File: config.mk
export PLATFORM = sky130hd
export DESIGN_NAME = write_back_arbiter
export DESIGN_NICKNAME = d
export VERILOG_FILES = /design/src/rtl/wb_arb_pkg.sv /design/src/rtl/wb_age_counter.sv /design/src/rtl/write_back_arbiter.sv
export SDC_FILE = /design/constraint.sdc
export NUM_CORES = 1
export LEC_CHECK = 0
export ABC_CLOCK_PERIOD_IN_PS = 2300
export BUFFER_PORTS_ARGS = -buffer_cell sky130_fd_sc_hd__buf_4
export CORE_MARGIN = 8
export CORE_UTILIZATION = 44
export CTS_CLUSTER_DIAMETER = 80
export DETAILED_ROUTE_END_ITERATION = 8
export GPL_ROUTABILITY_DRIVEN = 0
export PLACE_DENSITY = 0.71
export SLEW_MARGIN = 20
export SYNTH_ARGS = -nofsm -noshare
export SYNTH_HDL_FRONTEND = slang
export SYNTH_SLANG_ARGS = --single-unit
export TNS_END_PERCENT = 20
File: constraint.sdc
create_clock -name clk -period 2.3 [get_ports clk]
set_input_delay 0.115 -clock clk [delete_from_list [all_inputs] [get_ports clk]]
set_output_delay 0.115 -clock clk [all_outputs]
set_load 0.02 [all_outputs]
File: src/rtl/wb_arb_pkg.sv
// Shared types and widths for the register-file write-back arbiter.
package wb_arb_pkg;

   typedef enum logic {
      PRI_LOAD = 1'b0,
      PRI_ALU  = 1'b1
   } wb_pri_e;

   localparam int INSTRET_W = 64;
   // Wide enough for the largest legal starvation limit (15).
   localparam int AGE_CNT_W = 4;

endpackage

File: src/rtl/wb_age_counter.sv
// Saturating age counter. Clear has priority over increment.
// hit flags that the value being loaded on this edge equals LIMIT.
module wb_age_counter
   import wb_arb_pkg::*;
#(
   parameter int LIMIT = 4
) (
   input  logic clk,
   input  logic rst_n,
   input  logic inc,
   input  logic clr,
   output logic hit
);

   localparam logic [AGE_CNT_W-1:0] LIMIT_V = AGE_CNT_W'(LIMIT);

   logic [AGE_CNT_W-1:0] count_q;
   logic [AGE_CNT_W-1:0] count_d;

   always_comb begin
      count_d = count_q;
      if (clr) begin
         count_d = '0;
      end else if (inc && (count_q != LIMIT_V)) begin
         count_d = count_q + 1'b1;
      end
   end

   // Looking at the next value lets the priority flip on the same edge the
   // count reaches LIMIT, so the requester stalls exactly LIMIT cycles.
   assign hit = (count_d == LIMIT_V);

   always_ff @(posedge clk or negedge rst_n) begin
      if (!rst_n) begin
         count_q <= '0;
      end else begin
         count_q <= count_d;
      end
   end

endmodule

File: src/rtl/write_back_arbiter.sv
// Arbitrates the single register-file write port between ALU results and
// load returns: loads win by default, an aging counter forces an ALU grant.
module write_back_arbiter
   import wb_arb_pkg::*;
#(
   parameter int X_LENGTH     = 32,
   parameter int REG_IDX_W    = 5,
   parameter int STARVE_LIMIT = 4
) (
   input  logic                  clk,
   input  logic                  rst_n,
   input  logic                  alu_valid,
   output logic                  alu_ready,
   input  logic [REG_IDX_W-1:0]  alu_rd_index,
   input  logic [X_LENGTH-1:0]   alu_result,
   input  logic                  ld_valid,
   output logic                  ld_ready,
   input  logic [REG_IDX_W-1:0]  ld_rd_index,
   input  logic [X_LENGTH-1:0]   ld_data,
   output logic [REG_IDX_W-1:0]  rd_write_index,
   output logic [X_LENGTH-1:0]   rd_write_data,
   output logic                  rd_write_enable,
   output logic [INSTRET_W-1:0]  instret
);

   wb_pri_e               state_q, state_d;
   logic                  alu_xfer, ld_xfer, age_hit;
   logic [REG_IDX_W-1:0]  wr_index_q, wr_index_d;
   logic [X_LENGTH-1:0]   wr_data_q, wr_data_d;
   logic                  wr_en_q, wr_en_d;
   logic [INSTRET_W-1:0]  instret_q, instret_d;

   // Grant logic: depends only on valids and priority, never on payload.
   always_comb begin
      alu_ready = 1'b0;
      ld_ready  = 1'b0;
      case (state_q)
         PRI_ALU: begin
            alu_ready = alu_valid;
            ld_ready  = ld_valid && !alu_valid;
         end
         default: begin
            ld_ready  = ld_valid;
            alu_ready = alu_valid && !ld_valid;
         end
      endcase
   end

   assign alu_xfer = alu_valid && alu_ready;
   assign ld_xfer  = ld_valid && ld_ready;

   wb_age_counter #(
      .LIMIT (STARVE_LIMIT)
   ) u_wait_cnt (
      .clk   (clk),
      .rst_n (rst_n),
      .inc   (alu_valid && !alu_ready),
      .clr   (!alu_valid || alu_xfer),
      .hit   (age_hit)
   );

   // An ALU transfer clears the counter, so hit is never set alongside it.
   always_comb begin
      state_d = age_hit ? PRI_ALU : PRI_LOAD;
   end

   always_comb begin
      wr_index_d = wr_index_q;
      wr_data_d  = wr_data_q;
      wr_en_d    = 1'b0;
      instret_d  = instret_q;
      if (ld_xfer) begin
         wr_index_d = ld_rd_index;
         wr_data_d  = ld_data;
         wr_en_d    = (ld_rd_index != '0);
         instret_d  = instret_q + 1'b1;
      end else if (alu_xfer) begin
         wr_index_d = alu_rd_index;
         wr_data_d  = alu_result;
         wr_en_d    = (alu_rd_index != '0);
         instret_d  = instret_q + 1'b1;
      end
   end

   always_ff @(posedge clk or negedge rst_n) begin
      if (!rst_n) begin
         state_q    <= PRI_LOAD;
         wr_index_q <= '0;
         wr_data_q  <= '0;
         wr_en_q    <= 1'b0;
         instret_q  <= '0;
      end else begin
         state_q    <= state_d;
         wr_index_q <= wr_index_d;
         wr_data_q  <= wr_data_d;
         wr_en_q    <= wr_en_d;
         instret_q  <= instret_d;
      end
   end

   assign rd_write_index  = wr_index_q;
   assign rd_write_data   = wr_data_q;
   assign rd_write_enable = wr_en_q;
   assign instret         = instret_q;

endmodule

==> results.rst, run 1 <==
.. list-table::
   :header-rows: 1

   * - Metric
     - Value
   * - Final setup fails
     - 0
   * - Flop and latch count out of synthesis
     - 107
   * - Clock root cell
     - clkbuf_16
   * - Share of flip-flops with an asynchronous set or reset after synthesis
     - 100%
   * - Drt initial violations
     - 350
   * - Combined global-route utilization of all metal layers
     - 19.9%
   * - Net Count, Synth
     - 603
   * - Clock tree from TritonCTS
     - done
   * - Startpoint kind of the worst setup timing path
     - flip-flop
   * - RSZ-0062 raised after global routing
     - false
   * - Reg clk slew, reported paths
     - 0.07 ns
   * - Power per standard cell area
     - 622 nW/um^2
   * - Relative area change from synthesis to final layout
     - 38.7%
   * - Fraction of final layout cells with drive strength greater than 1
     - 35.5%
   * - Most instantiated library cell after synthesis
     - dfrtp_1
   * - Required arrival time at the worst endpoint
     - 2.52 ns
   * - Total number of placement rows
     - 40
   * - Total iterations of the first detailed-routing run
     - 4
   * - Sequential element share of the synthesized area
     - 50.3%
   * - Antenna Nets Post-Route
     - 0
   * - Share of the synthesized area in the top cell type
     - 50.3%
   * - DRC violation count after routing
     - 0
   * - Endpoint type of the worst setup path
     - flip-flop
   * - Maximum clock frequency
     - 478 MHz
   * - Final setup margin
     - 0.209 ns
   * - Effective utilization at floorplan
     - 44.7%
   * - Transition time at the pin with the least slew margin
     - 0.581 ns
   * - Number of enable-type register cells in the synthesized netlist
     - 0
   * - Die Area
     - 15,900 sq um
   * - Crit path from
     - instret[0]
   * - Synth top area cells
     - dfrtp_1, mux2_2, nor2_1
   * - Instance count of the mapped netlist
     - 522
   * - Total overflow reported by the global router
     - 0
   * - Maximum VDD drop
     - 0.352 mV
   * - Number of warnings issued by yosys
     - 0
   * - Depth of the worst register-to-register path
     - 6
   * - Post-synthesis cell type count
     - 38
   * - Crit Path Class
     - reg -> reg
   * - P_leak
     - 3.54 nW
   * - Antenna cell count
     - 0
   * - Cells after DPL
     - 844
   * - Total length of routed wires
     - 15,700 um
   * - Max Root-Sink Buffers
     - 2
   * - Y dimension of the die
     - 126 um
   * - Relative slew margins
     - 61.2%
   * - Main synth FF type
     - dfrtp_1
   * - Final Net Count
     - 810
   * - Result of the run
     - completed
   * - Detailed placement HPWL
     - 11,600 um
   * - CTS H-Tree Depth
     - 3
   * - Vias post-DR
     - 4,770
   * - Reg-to-Reg Start
     - instret[0]
   * - Wire length of the first global-routing pass
     - 25,900 um
   * - Port Buf Inserts
     - 181
   * - Horizontal die dimension
     - 126 um
   * - Crit Reg-Reg Endpoint
     - instret[38]
   * - Via count of the first global-routing pass
     - 5,111
   * - Mapped cell area
     - 5330 sq um
   * - Synth cell count leaders
     - dfrtp_1, nor2_1, xnor2_1, mux2_2, o22ai_1
   * - Summed negative setup slack over all endpoints
     - 0 ns
   * - Number of vias per cell after detailed routing
     - 5.42
   * - Max FO, Critical Path
     - 5
   * - Hold Vio Cnt, Final
     - 0
   * - Setup crit end
     - instret[38]
   * - Antenna violations before repair
     - 0
   * - Post-place setup slack
     - 0.206 ns
   * - Worst clock skew on the final layout
     - 0.00598 ns
   * - Num CTS Buffers
     - 9
   * - Time the final worst path needs with I/O delays and setup
     - 2.09 ns
   * - WL per Instance
     - 17.9 um
   * - Data arrival, critical path
     - 2.31 ns
   * - Sinks on the clock net
     - 107
   * - I/O pin count
     - 182
   * - Final Cycle Share
     - 90.9%
   * - Type of the most critical hold path
     - in -> reg
   * - Clock Latency Late Sink
     - 0.34 ns
   * - Count of placed standard cells in the final layout, fillers left out
     - 880
   * - R2R setup slack
     - 0.21 ns
   * - Utilization after layout
     - 62.0%
   * - Largest net degree at the start of global routing
     - 66
   * - Slew Limit Fails
     - 0
   * - Area inside the core boundary
     - 11,900 sq um
   * - Most area-hungry cell type in the Yosys netlist
     - dfrtp_1
   * - Avg Inst Size Synth
     - 10.2 sq um
   * - Max-Cap Viols
     - 0
[sequential cells by signal, summed over array words and instances, names as in the netlist]
register and flops:
rd_write_index 5, u_wait_cnt.count_q 4, state_q 1, instret 64, rd_write_enable 1, rd_write_data 32
[repair_timing]
action,CTS,global route
endpoints found under the hold margin,62,0
gates resized for setup,0,0
hold buffers,21,0
buffers inserted,0,0
[metrics by stage]
step | hold slack, ns | area, sq um | power (mW)
6_report | 0.0120 | 7390 | 4.60
5_1_grt | 0.0126 | 7390 | 4.83
4_1_cts | 0.00196 | 7390 | 4.65
3_5_place_dp | 0.157 | 6920 | 3.20
3_3_place_gp | 0.154 | 6920 | 3.17
2_1_floorplan | -0.181 | 5330 | 2.66
[area by class of cell]
type                            instances  area [sq um]
Clock buffer                           12           246
Clock inverter                          3          15.0
Fill cell                             979          4520
Inverter                               10          37.5
Multi-Input combinational cell        385          2530
Sequential cell                       107          2680
Tap cell                              147           184
Timing Repair Buffer                  216          1700
[cells in the final DEF, fill, tap and decap left out, types with 3 or more instances in the layout]
cell / count
nor2_1: 103
dlygate4sd3_1: 21
xnor2_1: 42
or4_1: 3
nor4_4: 4
dfrtp_1: 107
nor3_1: 10
buf_4: 193
inv_1: 9
o21ai_0: 6
and3_1: 10
ha_1: 3
nand4_1: 26
mux2_2: 38
nand3_1: 27
clkbuf_16: 9
xor2_1: 22
nor4_1: 8
clkinv_2: 3
nand2_1: 23
o22ai_1: 37
[how the worst min path moves through the flow]
stage / end / cells after the start / slack, ns / startpoint
after floorplan: instret[0] / 0 / -0.18 / rst_n
after global placement: rd_write_data[3] / 1 / 0.15 / rst_n
after detailed placement: rd_write_data[3] / 1 / 0.16 / rst_n
after CTS: rd_write_data[19] / 3 / 0.002 / alu_result[19]
after global routing: rd_write_data[7] / 3 / 0.01 / alu_result[7]
final: rd_write_data[19] / 3 / 0.01 / alu_result[19]
[logic make-up (layout without fill, tap and decap cells)]
| logic type | Yosys count | after routing | synth area share (%) |
|---|---|---|---|
| buffers and inverters | 30 | 241 | 2.30 |
| and+or+nand+nor | 231 | 231 | 22.4 |
| xor gates and xnor gates | 64 | 64 | 10.5 |
| muxes | 39 | 39 | 8.22 |
| DFF | 107 | 107 | 50.3 |
| adders and majority gates | 3 | 3 | 0.705 |
| AOI/OAI and AO/OA | 48 | 48 | 5.61 |
[routing by layer]
metal  global-route usage (%)  vias to the layer above  wire length, um
met5                        0                        -                0
met4                     8.07                        0              381
met3                     9.41                       29             1720
met2                     31.6                      201             7220
met1                     22.9                     2282             6420
li1                         -                     2258                -
[power breakdown]
part	internal (mW)	switching (mW)	leakage [nW]
sequential	2.02	0.118	1.37
combinational	0.500	0.552	2.04
clock	0.754	0.655	0.132
[worst max-delay path: stages, from the launching register on]
cell and delay, ns:
dfrtp_1 0.35, ha_1 0.18, o211ai_1 0.16, or4_1 0.63, nor4_4 0.35, nand4_1 0.16
xnor2_1 0.15
No activity file was read; power rests on OpenSTA's default activity.
==> run 2: changes to the inputs <==
--- a/config.mk
+++ b/config.mk
@@ -6,7 +6,7 @@
 export NUM_CORES = 1
 export LEC_CHECK = 0
 export ABC_CLOCK_PERIOD_IN_PS = 2300
-export BUFFER_PORTS_ARGS = -buffer_cell sky130_fd_sc_hd__buf_4
+export BUFFER_PORTS_ARGS = -buffer_cell sky130_fd_sc_hd__buf_2
 export CORE_MARGIN = 8
 export CORE_UTILIZATION = 44
 export CTS_CLUSTER_DIAMETER = 80
==> run 2 against run 1 <==
  * Maximum frequency decreased by 1.5%
  * Hold slack got worse by 0.0053 ns
  * Die area unchanged
  * Clock skew increased by 0.0033 ns
  * Highest routed layer unchanged
  * Sequential power about the same
  * Worst setup slack got worse by 0.032 ns
  * Sequential share of layout area increased by 2.2 points
  * Flip-flop and latch count unchanged
  * Critical endpoint unchanged
  * Cell count increased by 0.23%
  * Critical path type unchanged
  * Largest power group unchanged
  * Critical path depth unchanged
==> results.rst, run 2 (synthesis results as in run 1) <==
.. list-table::
   :header-rows: 1

   * - Metric
     - Value
   * - Result of the run
     - completed
   * - I/O pin count
     - 182 (unchanged)
   * - Number of vias per cell after detailed routing
     - 5.38 (-0.67%)
   * - Drt initial violations
     - 241 (-31%)
   * - Slew Limit Fails
     - 0 (unchanged)
   * - WL per Instance
     - 17.7 um (-1.0%)
   * - Port Buf Inserts
     - 181 (unchanged)
   * - Power per standard cell area
     - 652 nW/um^2 (+4.7%)
   * - Combined global-route utilization of all metal layers
     - 19.9% (-0.062 points)
   * - Vias post-DR
     - 4,749 (-0.44%)
   * - Clock tree from TritonCTS
     - done
   * - Data arrival, critical path
     - 2.35 ns (+0.04 ns)
   * - Wire length of the first global-routing pass
     - 25,700 um (-0.69%)
   * - Clock root cell
     - clkbuf_16
   * - Hold-critical path endpoint
     - rd_write_data[3]
   * - Max FFs per register
     - 64 (unchanged)
   * - Type of the most critical hold path
     - in -> reg
   * - Startpoint kind of the worst setup timing path
     - flip-flop
   * - Y dimension of the die
     - 126 um (unchanged)
   * - Post-cts resize count
     - 0 (unchanged)
   * - Hold Vio Cnt, Final
     - 0 (unchanged)
   * - Effective utilization at floorplan
     - 44.7% (unchanged)
   * - Power Internal
     - 3.20 mW (-2.3%)
   * - Share of power burned in combinational logic
     - 20.7% (-2.2 points)
   * - Clock Latency Late Sink
     - 0.35 ns (about the same)
   * - Required arrival time at the worst endpoint
     - 2.53 ns (about the same)
   * - Largest net degree at the start of global routing
     - 42 (-36%)
   * - Total iterations of the first detailed-routing run
     - 4 (unchanged)
   * - Endpoint type of the worst setup path
     - flip-flop
   * - Max FO, Critical Path
     - 5 (unchanged)
   * - P_leak
     - 3.45 nW (-2.6%)
   * - Antenna violations before repair
     - 0 (unchanged)
   * - Maximum VDD drop
     - 0.326 mV (-7.4%)
   * - Relative area change from synthesis to final layout
     - 30.7%
   * - Layout fillers
     - 1,034 (+5.6%)
   * - Total length of routed wires
     - 15,600 um (-0.81%)
   * - Crit Path Class
     - reg -> reg
   * - Most common library cell in the layout ignoring fill and taps
     - buf_2
   * - Antenna cell count
     - 0 (unchanged)
   * - Hold Path Stages
     - 3 (unchanged)
   * - Num CTS Buffers
     - 9 (unchanged)
   * - Net Sw Frac
     - 29.5% (+0.70 points)
   * - Time the final worst path needs with I/O delays and setup
     - 2.12 ns (+0.0316 ns)
   * - Max-Cap Viols
     - 0 (unchanged)
   * - Worst clock skew on the final layout
     - 0.00930 ns (+0.00331 ns)
   * - Crit Reg-Reg Endpoint
     - instret[38]
   * - Die Area
     - 15,900 sq um (unchanged)
   * - Relative slew margins
     - 63.9% (+2.7 points)
   * - Clock Power Share
     - 32.3% (+1.6 points)
   * - Area inside the core boundary
     - 11,900 sq um (unchanged)
   * - R2R setup slack
     - 0.18 ns (-0.03 ns)
   * - Max Root-Sink Buffers
     - 2 (unchanged)
   * - Leading cell types in the layout, fill and taps excluded
     - buf_2, dfrtp_1, nor2_1
   * - Reg-to-Reg Start
     - instret[0]
   * - Transition time at the pin with the least slew margin
     - 0.541 ns (-0.0401 ns)
   * - Horizontal die dimension
     - 126 um (unchanged)
   * - Summed negative setup slack over all endpoints
     - 0 ns (unchanged)
   * - DRC violation count after routing
     - 0 (unchanged)
   * - Worst hold slack after final layout
     - 0.00668 ns (-0.00533 ns)
   * - Sequential group share of total power
     - 47.0% (+0.5 points)
   * - Reg clk slew, reported paths
     - 0.07 ns (about the same)
   * - Final Cycle Share
     - 92.3% (+1.4 points)
   * - Final setup fails
     - 0 (unchanged)
   * - Via count of the first global-routing pass
     - 5,062 (-0.96%)
   * - Fraction of final layout cells with drive strength greater than 1
     - 35.9% (+0.45 points)
   * - Total overflow reported by the global router
     - 0 (unchanged)
   * - Net switching component of the power
     - 1.34 mW (+1.1%)
   * - Total number of placement rows
     - 40 (unchanged)
   * - Depth of the worst register-to-register path
     - 6 (unchanged)
   * - Detailed placement HPWL
     - 11,600 um (-0.17%)
   * - RSZ-0062 raised after global routing
     - false
   * - Antenna Nets Post-Route
     - 0 (unchanged)
   * - Sinks on the clock net
     - 107 (unchanged)
   * - Final Net Count
     - 811 (+0.12%)
   * - Maximum clock frequency
     - 471 MHz (-1.5%)
   * - Startpoint of the most critical hold path
     - alu_result[3]
   * - CTS H-Tree Depth
     - 3 (unchanged)
==> run 2: changes by cell type in the layout (fill, tap and decap cells not counted), sizes merged <==
cell      delta
buf          +1
clkbuf       -1
clkinv       +1
clkinvlp     +1
==> run 2: metal layers <==
metal	global-route usage (%)	vias to the layer above	routed length [um]
met5	0	-	0
met4	7.64	0	245
met3	8.90	17	1680
met2	31.6	181	7470
met1	23.1	2296	6220
li1	-	2255	-
==> run 2: power by group through the flow <==
stage / Clock (mW) / Sequential [mW] / Combinational [mW]
after floorplan: 0 / 2.33 / 0.330
after global placement: 0 / 2.15 / 0.896
after detailed placement: 0 / 2.17 / 0.918
after CTS: 1.51 / 2.13 / 0.950
after global routing: 1.58 / 2.15 / 1.03
final: 1.47 / 2.13 / 0.939
==> run 2: per-stage QoR <==
step                      cells  utilization, %  setup WS (ns)  total power, mW  instance area [sq um]
after detailed placement    845            54.3          0.187             3.08                   6470
after CTS                   882            58.5          0.170             4.60                   6960
after floorplan             522               -          0.115             2.66                   5330
after global placement      845            54.3          0.240             3.05                   6470
final                       882            58.5          0.178             4.54                   6960
after global routing        882            58.5         0.0125             4.76                   6960
==> run 2: layout make-up <==
cell class	instances	area, sq um	share of cell area [%]
multi-input combinational	385	2530	36.3
clock buffer	11	253	3.63
tap	147	184	2.64
timing repair buffer	217	1260	18.0
clock inverter	5	27.5	0.395
sequential	107	2680	38.5
inverter	10	37.5	0.539
==> run 2: critical path: stages (launching register included) <==
cell	delay, ns
dfrtp_1	0.35
ha_1	0.19
o211ai_1	0.16
or4_1	0.63
nor4_4	0.36
nand4_1	0.16
xnor2_1	0.15
==> run 2: worst max path at each step <==
stage	startpoint	endpoint	slack, ns	cells past startpoint
2_1_floorplan	instret[0]	instret[38]	0.12	6
3_3_place_gp	instret[0]	instret[38]	0.24	6
3_5_place_dp	instret[0]	instret[38]	0.19	6
4_1_cts	instret[0]	instret[38]	0.17	6
5_1_grt	instret[0]	instret[38]	0.01	6
6_report	instret[0]	instret[38]	0.18	6
==> run 2: repair_timing <==
action	CTS	global route
endpoints found under the hold margin	52	0
buffers inserted	0	0
hold buffers	21	0
